<file path="src/rtl/dac_spi_driver.sv">
// 16-bit SPI frame driver for a 12-bit DAC: sync_n framed, sclk idle high, MSB first.
// Build option DAC_MV_SCALE_EN: convert a millivolt sample to a DAC code instead of passing it through.
`ifndef DAC_MAX_V_BIT
`define DAC_MAX_V_BIT 13
`endif
`ifndef DAC_MAX_V
`define DAC_MAX_V 3300
`endif

module dac_spi_driver #(
    parameter int CLK_DIV    = 2,
    parameter int GAP_CYCLES = 2
) (
    input  logic                      clk,
    input  logic                      rst,
    input  logic [`DAC_MAX_V_BIT-1:0] sample_in,
    input  logic                      sample_valid,
    output logic                      ready,
    output logic                      dropped,
    output logic                      done,
    output logic                      sclk,
    output logic                      sync_n,
    output logic                      sdata
);

    typedef enum logic [1:0] {
        IDLE  = 2'd0,
        LOAD  = 2'd1,
        SHIFT = 2'd2,
        GAP   = 2'd3
    } state_t;

    localparam int         SW       = `DAC_MAX_V_BIT;
    localparam logic [7:0] DIV_LAST = 8'(CLK_DIV - 1);
    localparam logic [7:0] GAP_LAST = 8'(GAP_CYCLES - 1);

    state_t      state_r, state_nxt_s;
    logic [11:0] code_s, code_r;
    logic [15:0] frame_s;
    logic [14:0] shift_r;
    logic [7:0]  div_cnt_r, gap_cnt_r;
    logic [4:0]  half_cnt_r;
    logic        ready_r, dropped_r, done_r, sclk_r, sync_n_r, sdata_r;
    logic        ready_nxt_s, dropped_nxt_s, done_nxt_s, sclk_nxt_s, sync_n_nxt_s, sdata_nxt_s;
    logic        accept_s, div_end_s, shift_end_s, gap_end_s, rise_s;

`ifdef DAC_MV_SCALE_EN
    localparam int PW = SW + 12;
    logic [SW-1:0] clamp_s;

    // Millivolts to code: clamp to full scale, then scale by 4095/full-scale with truncation
    always_comb begin
        if (sample_in > SW'(`DAC_MAX_V)) begin
            clamp_s = SW'(`DAC_MAX_V);
        end else begin
            clamp_s = sample_in;
        end
        code_s = 12'((PW'(clamp_s) * PW'(12'd4095)) / PW'(`DAC_MAX_V));
    end
`else
    // Raw code passthrough, saturated to the 12-bit range
    always_comb begin
        if (sample_in > SW'(12'hFFF)) begin
            code_s = 12'hFFF;
        end else begin
            code_s = sample_in[11:0];
        end
    end
`endif

    assign frame_s     = {4'b0000, code_r};
    assign accept_s    = sample_valid && ready_r;
    assign div_end_s   = (div_cnt_r == DIV_LAST);
    assign shift_end_s = (state_r == SHIFT) && div_end_s && (half_cnt_r == 5'd31);
    assign gap_end_s   = (state_r == GAP) && (gap_cnt_r == GAP_LAST);
    assign rise_s      = (state_r == SHIFT) && div_end_s && !sclk_r;

    // State register
    always_ff @(posedge clk) begin
        if (!rst) begin
            state_r <= IDLE;
        end else begin
            state_r <= state_nxt_s;
        end
    end

    // Next-state logic
    always_comb begin
        state_nxt_s = state_r;
        case (state_r)
            IDLE: begin
                if (accept_s) begin
                    state_nxt_s = LOAD;
                end else begin
                    state_nxt_s = IDLE;
                end
            end
            LOAD: state_nxt_s = SHIFT;
            SHIFT: begin
                if (shift_end_s) begin
                    state_nxt_s = GAP;
                end else begin
                    state_nxt_s = SHIFT;
                end
            end
            GAP: begin
                if (gap_end_s) begin
                    state_nxt_s = IDLE;
                end else begin
                    state_nxt_s = GAP;
                end
            end
            default: state_nxt_s = IDLE;
        endcase
    end

    // Next values of the registered outputs; the final half-period ends with sclk high and done
    always_comb begin
        sclk_nxt_s    = 1'b1;
        sync_n_nxt_s  = 1'b1;
        sdata_nxt_s   = 1'b0;
        done_nxt_s    = 1'b0;
        dropped_nxt_s = sample_valid && !ready_r;
        ready_nxt_s   = (state_nxt_s == IDLE);
        case (state_r)
            LOAD: begin
                sync_n_nxt_s = 1'b0;
                sdata_nxt_s  = frame_s[15];
            end
            SHIFT: begin
                if (shift_end_s) begin
                    done_nxt_s = 1'b1;
                end else begin
                    sync_n_nxt_s = 1'b0;
                    sclk_nxt_s   = div_end_s ? ~sclk_r : sclk_r;
                    sdata_nxt_s  = rise_s ? shift_r[14] : sdata_r;
                end
            end
            default: begin
                sclk_nxt_s = 1'b1;
            end
        endcase
    end

    // Output registers
    always_ff @(posedge clk) begin
        if (!rst) begin
            ready_r   <= 1'b0;
            dropped_r <= 1'b0;
            done_r    <= 1'b0;
            sclk_r    <= 1'b1;
            sync_n_r  <= 1'b1;
            sdata_r   <= 1'b0;
        end else begin
            ready_r   <= ready_nxt_s;
            dropped_r <= dropped_nxt_s;
            done_r    <= done_nxt_s;
            sclk_r    <= sclk_nxt_s;
            sync_n_r  <= sync_n_nxt_s;
            sdata_r   <= sdata_nxt_s;
        end
    end

    // Datapath: sample capture, shift register and timing counters
    always_ff @(posedge clk) begin
        if (!rst) begin
            code_r     <= 12'h000;
            shift_r    <= 15'h0000;
            div_cnt_r  <= 8'd0;
            half_cnt_r <= 5'd0;
            gap_cnt_r  <= 8'd0;
        end else begin
            if (accept_s) begin
                code_r <= code_s;
            end
            case (state_r)
                LOAD:    shift_r <= frame_s[14:0];
                SHIFT:   shift_r <= rise_s ? {shift_r[13:0], 1'b0} : shift_r;
                default: shift_r <= shift_r;
            endcase
            if ((state_r == SHIFT) && !div_end_s) begin
                div_cnt_r <= div_cnt_r + 8'd1;
            end else begin
                div_cnt_r <= 8'd0;
            end
            if (state_r != SHIFT) begin
                half_cnt_r <= 5'd0;
            end else if (div_end_s) begin
                half_cnt_r <= half_cnt_r + 5'd1;
            end
            if (state_r == GAP) begin
                gap_cnt_r <= gap_cnt_r + 8'd1;
            end else begin
                gap_cnt_r <= 8'd0;
            end
        end
    end

    assign ready   = ready_r;
    assign dropped = dropped_r;
    assign done    = done_r;
    assign sclk    = sclk_r;
    assign sync_n  = sync_n_r;
    assign sdata   = sdata_r;

endmodule

</file>
<file path="config.mk">
export PLATFORM = sky130hd
export DESIGN_NAME = dac_spi_driver
export DESIGN_NICKNAME = d
export VERILOG_FILES = /design/src/rtl/dac_spi_driver.sv
export SDC_FILE = /design/constraint.sdc
export NUM_CORES = 1
export LEC_CHECK = 0
export BUFFER_PORTS_ARGS = -buffer_cell sky130_fd_sc_hd__buf_2
export CORE_ASPECT_RATIO = 1.4
export CORE_MARGIN = 2
export CORE_UTILIZATION = 43
export DETAILED_ROUTE_END_ITERATION = 12
export HOLD_SLACK_MARGIN = 0.12
export SLEW_MARGIN = 20
export SYNTH_ARGS = -nofsm -noshare
export SYNTH_HDL_FRONTEND = slang
export SYNTH_SLANG_ARGS = --single-unit
</file>
<file path="constraint.sdc">
create_clock -name clk -period 2.4 [get_ports clk]
set_input_delay 0.24 -clock clk [delete_from_list [all_inputs] [get_ports clk]]
set_output_delay 0.24 -clock clk [all_outputs]
set_load 0.01 [all_outputs]
</file>
==> metrics.txt, run 1 <==
status completed; clk root buf clkbuf_8; Max Clk Rate 0.494 GHz; HPWL Detailed roughly 2.8 mm; XOR/XNOR Fraction of Synth Area 4.87%; GR Overflow Total 0; Hold Path Class input port to flop; Least-Margin Pin Slew 767 ps; Row Count 31; number of port buffers 21; peak supply drop 0.000414 V; DRC 0; Core ar. 5200 sq um; synth warn 0; fill count between 500 and 600; pin count of the biggest net entering global routing 36; simple-gate portion of the synthesized area 19.9%; Final Max Slew Viols 0; initial drt markers between 50 and 60; Reg-to-Reg Start div_cnt_r[0]; Post-DRT Antenna Nets 0; final hold vios 0; ys async rst share 0%; vias per cell 5.25; P_leak 1.06 nW; period utilization 84.3%; P_int around 1.3 mW; sw power 379 uW; 1st-pass router iterations 4; FF-to-FF setup slack 380 ps; share of cells above drive strength 1 approximately 13%; Die ar. 6050 sq um; Skew-Pair Late Insertion Delay 310 ps; post-synthesis adder-cell area fraction under 10%; Max Root-Sink Buffers 2; reg2reg path depth 6; Combinational Power Share 7.9%; pre-CTS setup slack 387 ps; Clock Power Share 32.2%; drt wl/cell 12.5 um; main combinational cell family by area after synthesis simple AND/OR/NAND/NOR gates; syn nets 269; Worst Path Required 2650 ps; CP max FO 22; Die W 66.3 um; Total Routing Usage GR 15.4%; Post-CTS Hold Fix Bufs 0; Worst-path clk slew 90 ps; WL final 4.17 mm; GPL Wtd Cong 0.804; CTS Sinks 56; sw frac 23.1%; CP max-delay cell or4b_4; Initial Util roughly 45%; Post-Syn Instances ~250; Pwr per Cell Area 637 nW/um^2; HP Start sample_in[10]; worst-path cell chain ha_1 > or4b_4 > o41ai_4 > buf_4 > o21ai_0 > a21oi_1; global-route wire length before repair a little over 7 mm; Via Count 1,744; Setup CP Type flop to flop; minimum clock period 2020 ps; Worst Setup Slack, final 378 ps; mux cell area share after synthesis 4.71%; number of global-route vias before repair roughly 1,600; Crit. End Element flop; Nets 287; post-CTS setup buffer count 0; Post-synth EDFFs 0; Critical Path Max Stage Delay 510 ps; die height 91.2 um; Hold Crit Depth 2; CP startpoint kind flop; Synth Flop Type dfxtp_1; syn_area_per_cell 9.46 sq um; I/O pin count 22; cts bufs inserted 5; # diodes 0; worst path arrival time 2270 ps; Setup crit start div_cnt_r[0]; post-synthesis cell area 2340 sq um; final setup TNS 0 ps; Synth Register Bits 56; area grow syn2layout 10.2%; initial antenna violation count 0; Synth cell types 35; Flop pwr share 59.9%; sequential area share after synthesis 48.0%; max_slew headroom slightly below 50%; Setup-failing EPs final 0; CTS resizes 0; CTS tree built; maxcap violations 0; H-Tree Depth 2; Setup Skew 4.72 ps; RSZ-0062 raised after global routing no; post-synthesis compound-gate area fraction between 10% and 20%
layer usage:
layer | track usage (%) | wire length (um) | up-vias
li1 | - | - | 912
met4 | 7.14 | 93 | 0
met3 | 3.72 | 118 | 6
met5 | 0 | 0 | -
met1 | 20.4 | 2010 | 803
met2 | 23.3 | 1940 | 23
state kept, by name, summed over array words and instances, names as in the netlist:
signal,count
sync_n,1
sclk,1
state_r,2
dropped,1
div_cnt_r,8
code_r,12
sdata,1
done,1
shift_r,15
half_cnt_r,5
ready,1
gap_cnt_r,8
through the flow:
| stage | util [%] | cell area [sq um] | hold WS [ps] | power, mW | instances |
|---|---|---|---|---|---|
| after floorplan | - | 2340 | 404 | 1.10 | 247 |
| after global placement | 47.8 | 2480 | 449 | 1.13 | 324 |
| after detailed placement | 47.8 | 2480 | 455 | 1.13 | 324 |
| after CTS | 49.5 | 2570 | 166 | 1.66 | 332 |
| after global routing | 49.5 | 2570 | 164 | 1.71 | 332 |
| final | 49.5 | 2570 | 172 | 1.64 | 332 |
worst max-delay path, delay by kind of cell (launching register included):
family                     cells  cell delay (ps)
and+or+nand+nor                1              510
buffers and inverters          1              280
AOI/OAI and AO/OA              3              570
adders and majority gates      1              180
DFF                            1              420
logic make-up (layout without fill, tap and decap cells):
logic type / count (synthesis) / in the layout
and+or+nand+nor: 92 / 92
DFF: 56 / 56
AOI/OAI and AO/OA: 54 / 54
buffers and inverters: 15 / 34
xor gates and xnor gates: 13 / 13
muxes: 11 / 11
adders and majority gates: 6 / 6
final cells by class:
type	count	area, sq um	area share [%]
Tap cell	66	82.6	3.21
Clock buffer	8	90.1	3.50
Multi-Input combinational cell	176	1150	44.6
Timing Repair Buffer	23	120	4.67
Inverter	3	11.3	0.438
Sequential cell	56	1120	43.6
synthesized netlist by cell type, types with 3 or more instances:
| library cell | number | area (sq um) |
|---|---|---|
| a21boi_0 | 5 | 37.5 |
| a21oi_1 | 16 | 80.1 |
| and3_1 | 3 | 18.8 |
| clkbuf_1 | 9 | 33.8 |
| dfxtp_1 | 56 | 1120 |
| ha_1 | 6 | 75.1 |
| inv_1 | 3 | 11.3 |
| mux2i_1 | 11 | 110 |
| nand2_1 | 18 | 67.6 |
| nand2b_1 | 14 | 87.6 |
| nand3_1 | 18 | 90.1 |
| nor2_1 | 22 | 82.6 |
| nor3_1 | 5 | 25.0 |
| o21ai_0 | 6 | 30.0 |
| o21ai_1 | 9 | 45.0 |
| o311a_1 | 12 | 120 |
| or3_1 | 3 | 18.8 |
| xnor2_1 | 5 | 43.8 |
| xor2_1 | 8 | 70.1 |
power groups by stage:
stage / Combinational [mW] / Sequential [mW] / Clock (mW)
final: 0.129 / 0.982 / 0.527
after detailed placement: 0.130 / 1.00 / 0
after CTS: 0.131 / 0.982 / 0.545
after global routing: 0.147 / 0.988 / 0.576
after global placement: 0.129 / 1.00 / 0
after floorplan: 0.102 / 0.997 / 0
path summary, 6_finish.rpt:
path,endpoint
hold reg to reg,half_cnt_r[4]
setup / recovery,shift_r[2]
hold / removal,code_r[10]
setup reg to reg,shift_r[2]
layout by cell type (no fill, tap or decap), drive strengths merged:
cell type / netlist / final
nor2: 23 / 23
nand4: 1 / 1
xor2: 8 / 8
nor4: 2 / 2
dfxtp: 56 / 56
nand2b: 14 / 14
buf: 3 / 23
ha: 6 / 6
o21a: 1 / 1
or3: 3 / 3
o21bai: 1 / 1
nor3: 5 / 5
xnor2: 5 / 5
nor2b: 2 / 2
or4b: 1 / 1
o21ai: 15 / 15
a21oi: 16 / 16
clkbuf: 9 / 8
o41ai: 1 / 1
a221oi: 1 / 1
nand3: 18 / 18
inv: 3 / 3
o311a: 12 / 12
mux2i: 11 / 11
nor4b: 1 / 1
a31oi: 1 / 1
and3: 3 / 3
nand2: 18 / 18
a211oi: 1 / 1
and3b: 1 / 1
a21boi: 5 / 5
Note: power is estimated with default switching activity, not from simulation.
==> run 2, diff against run 1 <==
clock period = 2 ns   (was 2.4 ns; I/O delays follow)
==> run 2 against run 1 <==
Compared with the run above:
- cell area is 5.5% higher
- hold slack worse by 36 ps
- core utilization is 2.7 points higher
- total power is 27% higher
- sequential power is 20% higher
- via count is 2.3% higher
- combinational power is 38% higher
- clock power is 38% higher
- die area stayed put
==> metrics.txt, run 2 (same netlist as run 1, synthesis figures left out) <==
GR Overflow Total 0 (unchanged); peak supply drop 0.000420 V (was 0.000414 V); cts bufs inserted 5 (unchanged); GPL Wtd Cong 0.761 (was 0.804); CTS resizes 0 (unchanged); 1st-pass router iterations 4 (unchanged); WL final 4.28 mm (was 4.17 mm); number of port buffers 21 (unchanged); status completed (unchanged); Crit Reg-Reg Endpoint shift_r[1] (was shift_r[2]); maxcap violations 0 (unchanged); global-route wire length before repair 7.19 mm (was 7.28 mm); Largest regs shift_r: 15 flops, code_r: 12 flops (unchanged); Initial Util 44.9% (unchanged); RSZ-0062 raised after global routing no (unchanged); reg2reg path depth 8 (was 6); Setup-failing EPs final 0 (unchanged); Least-Margin Pin Slew 438 ps (was 767 ps); pre-CTS setup slack 98.9 ps (was 387 ps); share of cells above drive strength 1 15.9% (was 12.8%); Worst Path Required 2240 ps (was 2650 ps); CP max FO 11 (was 22); period utilization 92.0% (was 84.3%); WHS 135 ps (was 172 ps); P_leak 1.13 nW (was 1.06 nW); FF-to-FF setup slack 160 ps (was 380 ps); Worst Setup Slack, final 159 ps (was 378 ps); initial antenna violation count 0 (unchanged); final setup TNS 0 ps (unchanged); worst-path cell chain inv_1 > ha_1 > or4b_4 > o41ai_4 > buf_4 > buf_12 > o21ai_0 > a21oi_1 (was ha_1 > or4b_4 > o41ai_4 > buf_4 > o21ai_0 > a21oi_1); H-Tree Depth 2 (unchanged); Via Count 1,784 (was 1,744); Max Root-Sink Buffers 2 (unchanged); Hold Path Class input port to flop (unchanged); Hold Crit Depth 2 (unchanged); CP startpoint kind flop (unchanged); area post-placement 2540 sq um (was 2480 sq um); # diodes 0 (unchanged); Die ar. 6050 sq um (unchanged); Critical Path Max Stage Delay 510 ps (about the same); vias per cell 5.20 (was 5.25); Die W 66.3 um (unchanged); Largest Register shift_r (unchanged); clk root buf clkbuf_8 (unchanged); Total Routing Usage GR 14.9% (was 15.4%); Non-Filler Instances 343 (was 332); CTS tree built (unchanged); HP Start sample_in[9] (was sample_in[10]); number of global-route vias before repair 1,627 (was 1,592); Setup Skew 7.09 ps (was 4.72 ps); Power Total 2.08 mW (was 1.64 mW); initial drt markers 67 (was 53); Final Max Slew Viols 0 (unchanged); Reg-to-Reg Start div_cnt_r[1] (was div_cnt_r[0]); I/O pin count 22 (unchanged); max_slew headroom 70.7% (was 48.7%); minimum clock period 1840 ps (was 2020 ps); Worst-path clk slew 100 ps (was 90 ps); HPWL Detailed 2.86 mm (was 2.85 mm); DRC 0 (unchanged); area grow syn2layout 16.2% (was 10.2%); CTS Sinks 56 (unchanged); post-layout util 52.2% (was 49.5%); Max Clk Rate 0.543 GHz (was 0.494 GHz); die height 91.2 um (unchanged); final hold vios 0 (unchanged); max reg flops 15 (unchanged); hold path endpoint code_r[9] (was code_r[10]); Nets 298 (was 287); Setup CP Type flop to flop (unchanged); Crit. End Element flop (unchanged); Post-DRT Antenna Nets 0 (unchanged); Final Cell Area 2720 sq um (was 2570 sq um); worst path arrival time 2080 ps (was 2270 ps); pin count of the biggest net entering global routing 29 (was 36); Skew-Pair Late Insertion Delay 300 ps (was 310 ps); drt wl/cell 12.5 um (about the same); Pwr per Cell Area 767 nW/um^2 (was 637 nW/um^2); CP max-delay cell or4b_4 (unchanged); Core ar. 5200 sq um (unchanged); commonest cells after routing, fill and taps aside 56 x dfxtp_1, 22 x nor2_1, 21 x buf_2, 18 x nand2_1, 18 x nand3_1 (unchanged); Row Count 31 (unchanged); placed cells 330 (was 324); commonest non-fill, non-tap cell in the layout dfxtp_1 (unchanged)
[run 2: worst max-delay path, delay by kind of cell, from the launching register on]
kind | cells | cell delay (ps)
AND/OR/NAND/NOR | 1 | 510
AO/OA/AOI/OAI | 3 | 400
buffers and inverters | 3 | 380
flip-flops | 1 | 350
adder cells (fa/ha/maj) | 1 | 140
[run 2: worst max path at each step]
| stage | startpoint | to | slack [ps] |
|---|---|---|---|
| 6_report | div_cnt_r[1] | shift_r[1] | 160 |
| 4_1_cts | div_cnt_r[1] | shift_r[1] | 70 |
| 5_1_grt | div_cnt_r[1] | shift_r[14] | 0.06 |
| 2_1_floorplan | div_cnt_r[0] | shift_r[10] | 140 |
| 3_5_place_dp | div_cnt_r[1] | shift_r[1] | 100 |
| 3_3_place_gp | div_cnt_r[1] | shift_r[2] | 130 |
[run 2: cell type report]
| class | instances | area [sq um] |
|---|---|---|
| tap | 66 | 82.6 |
| fill | 514 | 2480 |
| sequential | 56 | 1120 |
| multi-input combinational | 176 | 1150 |
| clock buffer | 5 | 68.8 |
| clock inverter | 3 | 42.5 |
| inverter | 3 | 11.3 |
| timing repair buffer | 34 | 240 |
[run 2: power by group]
part | internal, mW | switching, mW | total [mW]
sequential | 1.15 | 0.0235 | 1.18
combinational | 0.0906 | 0.0875 | 0.178
clock | 0.371 | 0.355 | 0.726
total | 1.62 | 0.466 | 2.08
[run 2: metal layers]
metal | track usage (%) | wire (um)
met5 | 0 | 0
met3 | 3.84 | 110
met2 | 24.3 | 2120
met4 | 6.12 | 34
met1 | 18.4 | 2020
[run 2: timing repair]
item | CTS | global route
hold buffers | 0 | 3
setup endpoints to repair | 0 | 10
hold endpoints to repair | 0 | 3
buffers inserted | 0 | 1
==> run 3, diff against run 2 <==
GPL_TIMING_DRIVEN = 0   (was unset)
==> run 3 against run 2 <==
Compared with the run above:
- the run now ends with negative setup slack left
- clock power fell by 15%
- routed wire length rose by 7.5%
- largest cell class unchanged
- core utilization rose by 0.31 points
- sequential share of layout area barely moved
- non-clock buffer count rose by 3
- via count rose by 2.5%
- die area did not move
==> metrics.txt, run 3 (same netlist as run 1, synthesis figures left out) <==
pin count of the biggest net entering global routing 16 (was 29); area grow syn2layout 16.9% (was 16.2%); Crit. End Element flop (unchanged); HPWL Detailed 3.21 mm (was 2.86 mm); Initial Util 44.9% (unchanged); Nets 301 (was 298); status finished with violations (was completed); 1st-pass router iterations 4 (unchanged); Setup-failing EPs final 3 (was 0); max_slew headroom 63.6% (was 70.7%); Total Routing Usage GR 16.2% (was 14.9%); WL final 4.60 mm (was 4.28 mm); Least-Margin Pin Slew 546 ps (was 438 ps); # diodes 0 (unchanged); Power Total 1.98 mW (was 2.08 mW); clk root buf clkbuf_8 (unchanged); Setup Skew 5.14 ps (was 7.09 ps); Hold Path Class input port to flop (unchanged); Largest Register shift_r (unchanged); Setup crit end shift_r[2] (was shift_r[1]); H-Tree Depth 2 (unchanged); drt wl/cell 13.3 um (was 12.5 um); Final Max Slew Viols 0 (unchanged); Die ar. 6050 sq um (unchanged); post-layout util 52.6% (was 52.2%); worst path arrival time 2200 ps (was 2080 ps); number of global-route vias before repair 1,746 (was 1,627); placed cells 333 (was 330); I/O pin count 22 (unchanged); Crit Reg-Reg Endpoint shift_r[2] (was shift_r[1]); final hold vios 0 (unchanged); Setup crit start div_cnt_r[1] (unchanged); Skew-Pair Late Insertion Delay 300 ps (about the same); reg2reg path depth 7 (was 8); number of port buffers 20 (was 21); Largest regs shift_r: 15 flops, code_r: 12 flops (unchanged); initial drt markers 59 (was 67); Worst-path clk slew 90 ps (was 100 ps); Non-Filler Instances 346 (was 343); Via Count 1,829 (was 1,784); Hold Crit Depth 2 (unchanged); initial antenna violation count 0 (unchanged); P_leak 1.13 nW (about the same); maxcap violations 0 (unchanged); GR Overflow Total 0 (unchanged); failing checks negative setup slack; Setup CP Type flop to flop (unchanged); max reg flops 15 (unchanged); minimum clock period 2010 ps (was 1840 ps); CP startpoint kind flop (unchanged); peak supply drop 0.000385 V (was 0.000420 V); Die W 66.3 um (unchanged); CTS Sinks 56 (unchanged); Worst Path Required 2190 ps (was 2240 ps); GPL Wtd Cong 0.766 (was 0.761); Max Root-Sink Buffers 2 (unchanged); Pwr per Cell Area 726 nW/um^2 (was 767 nW/um^2); commonest cells after routing, fill and taps aside 54 x dfxtp_1, 22 x nor2_1, 21 x buf_2, 18 x nand2_1, 18 x nand3_1 (was 56 x dfxtp_1, 22 x nor2_1, 21 x buf_2, 18 x nand2_1, 18 x nand3_1); global-route wire length before repair 7.77 mm (was 7.19 mm); final setup TNS -8.08 ps (was 0 ps); period utilization 100% (was 92.0%); CP max FO 5 (was 11); Core ar. 5200 sq um (unchanged); Row Count 31 (unchanged); Worst Setup Slack, final -5.07 ps (was 159 ps); Max Clk Rate 0.499 GHz (was 0.543 GHz); CTS tree built (unchanged); vias per cell 5.29 (was 5.20); Post-DRT Antenna Nets 0 (unchanged); cts bufs inserted 5 (unchanged); FF-to-FF setup slack -5 ps (was 160 ps); RSZ-0062 raised after global routing yes (was no); share of cells above drive strength 1 17.9% (was 15.9%); DRC 0 (unchanged); Reg-to-Reg Start div_cnt_r[1] (unchanged); commonest non-fill, non-tap cell in the layout dfxtp_1 (unchanged); die height 91.2 um (unchanged)
run 3: changes by cell type in the layout (fill, tap and decap cells not counted), moves of 2 or more:
cell           before  now
dfxtp_1            56   54
a21oi_1            16   11
a21oi_2             0    5
buf_4               8    4
dlygate4sd3_1       3    0
dfxtp_4             0    2
clkbuf_1            0   11
run 3: metrics by stage:
stage               instance area (sq um)  hold slack, ps  setup slack, ps
global route                         2730             125            -91.9
CTS                                  2620             134             33.6
finish                               2730             143            -5.07
detailed placement                   2520             453            -76.0
floorplan                            2340             364              143
global placement                     2520             447            -69.9
run 3: area by class of cell:
type,instances,area (sq um)
plain buffers,12,65.1
clock buffers,8,90.1
fillers,542,2470
inverters,3,11.3
multi-input cells,176,1200
flip-flops and latches,56,1130
well taps,66,82.6
repair buffers,25,155
run 3: layer usage:
metal	GRT usage, %	share of wire [%]	vias to the layer above
li1	-	-	933
met2	27.7	51	20
met5	0	0	-
met1	19.8	46	870
met3	3.35	2.4	6
met4	5.10	1.3	0
run 3: what timing repair did:
| action | 4_1_cts | 5_1_grt |
|---|---|---|
| setup endpoints to repair | 11 | 24 |
| buffers inserted | 0 | 3 |
| hold buffers | 0 | 0 |
| pin swaps | 1 | 1 |
| hold endpoints to repair | 0 | 0 |
| gates cloned | 0 | 2 |
| gates resized for setup | 2 | 17 |
run 3: worst min path at each step:
| stage | from | end |
|---|---|---|
| final | sample_in[10] | code_r[10] |
| after CTS | sample_in[10] | code_r[10] |
| after global routing | sample_in[1] | code_r[1] |
| after detailed placement | sample_in[7] | code_r[7] |
| after floorplan | sample_valid | dropped |
| after global placement | half_cnt_r[4] | half_cnt_r[4] |
run 3: worst max-delay path, cell delays in order (launching register included):
cell and delay [ps]:
dfxtp_4 370, inv_2 60, ha_4 110, or4b_4 500
o41ai_4 450, buf_4 220, clkbuf_16 140, a21oi_1 50
run 3: report_power, final:
part | switching [mW] | internal, mW
Combinational | 0.101 | 0.0901
Sequential | 0.0203 | 1.15
Clock | 0.335 | 0.283
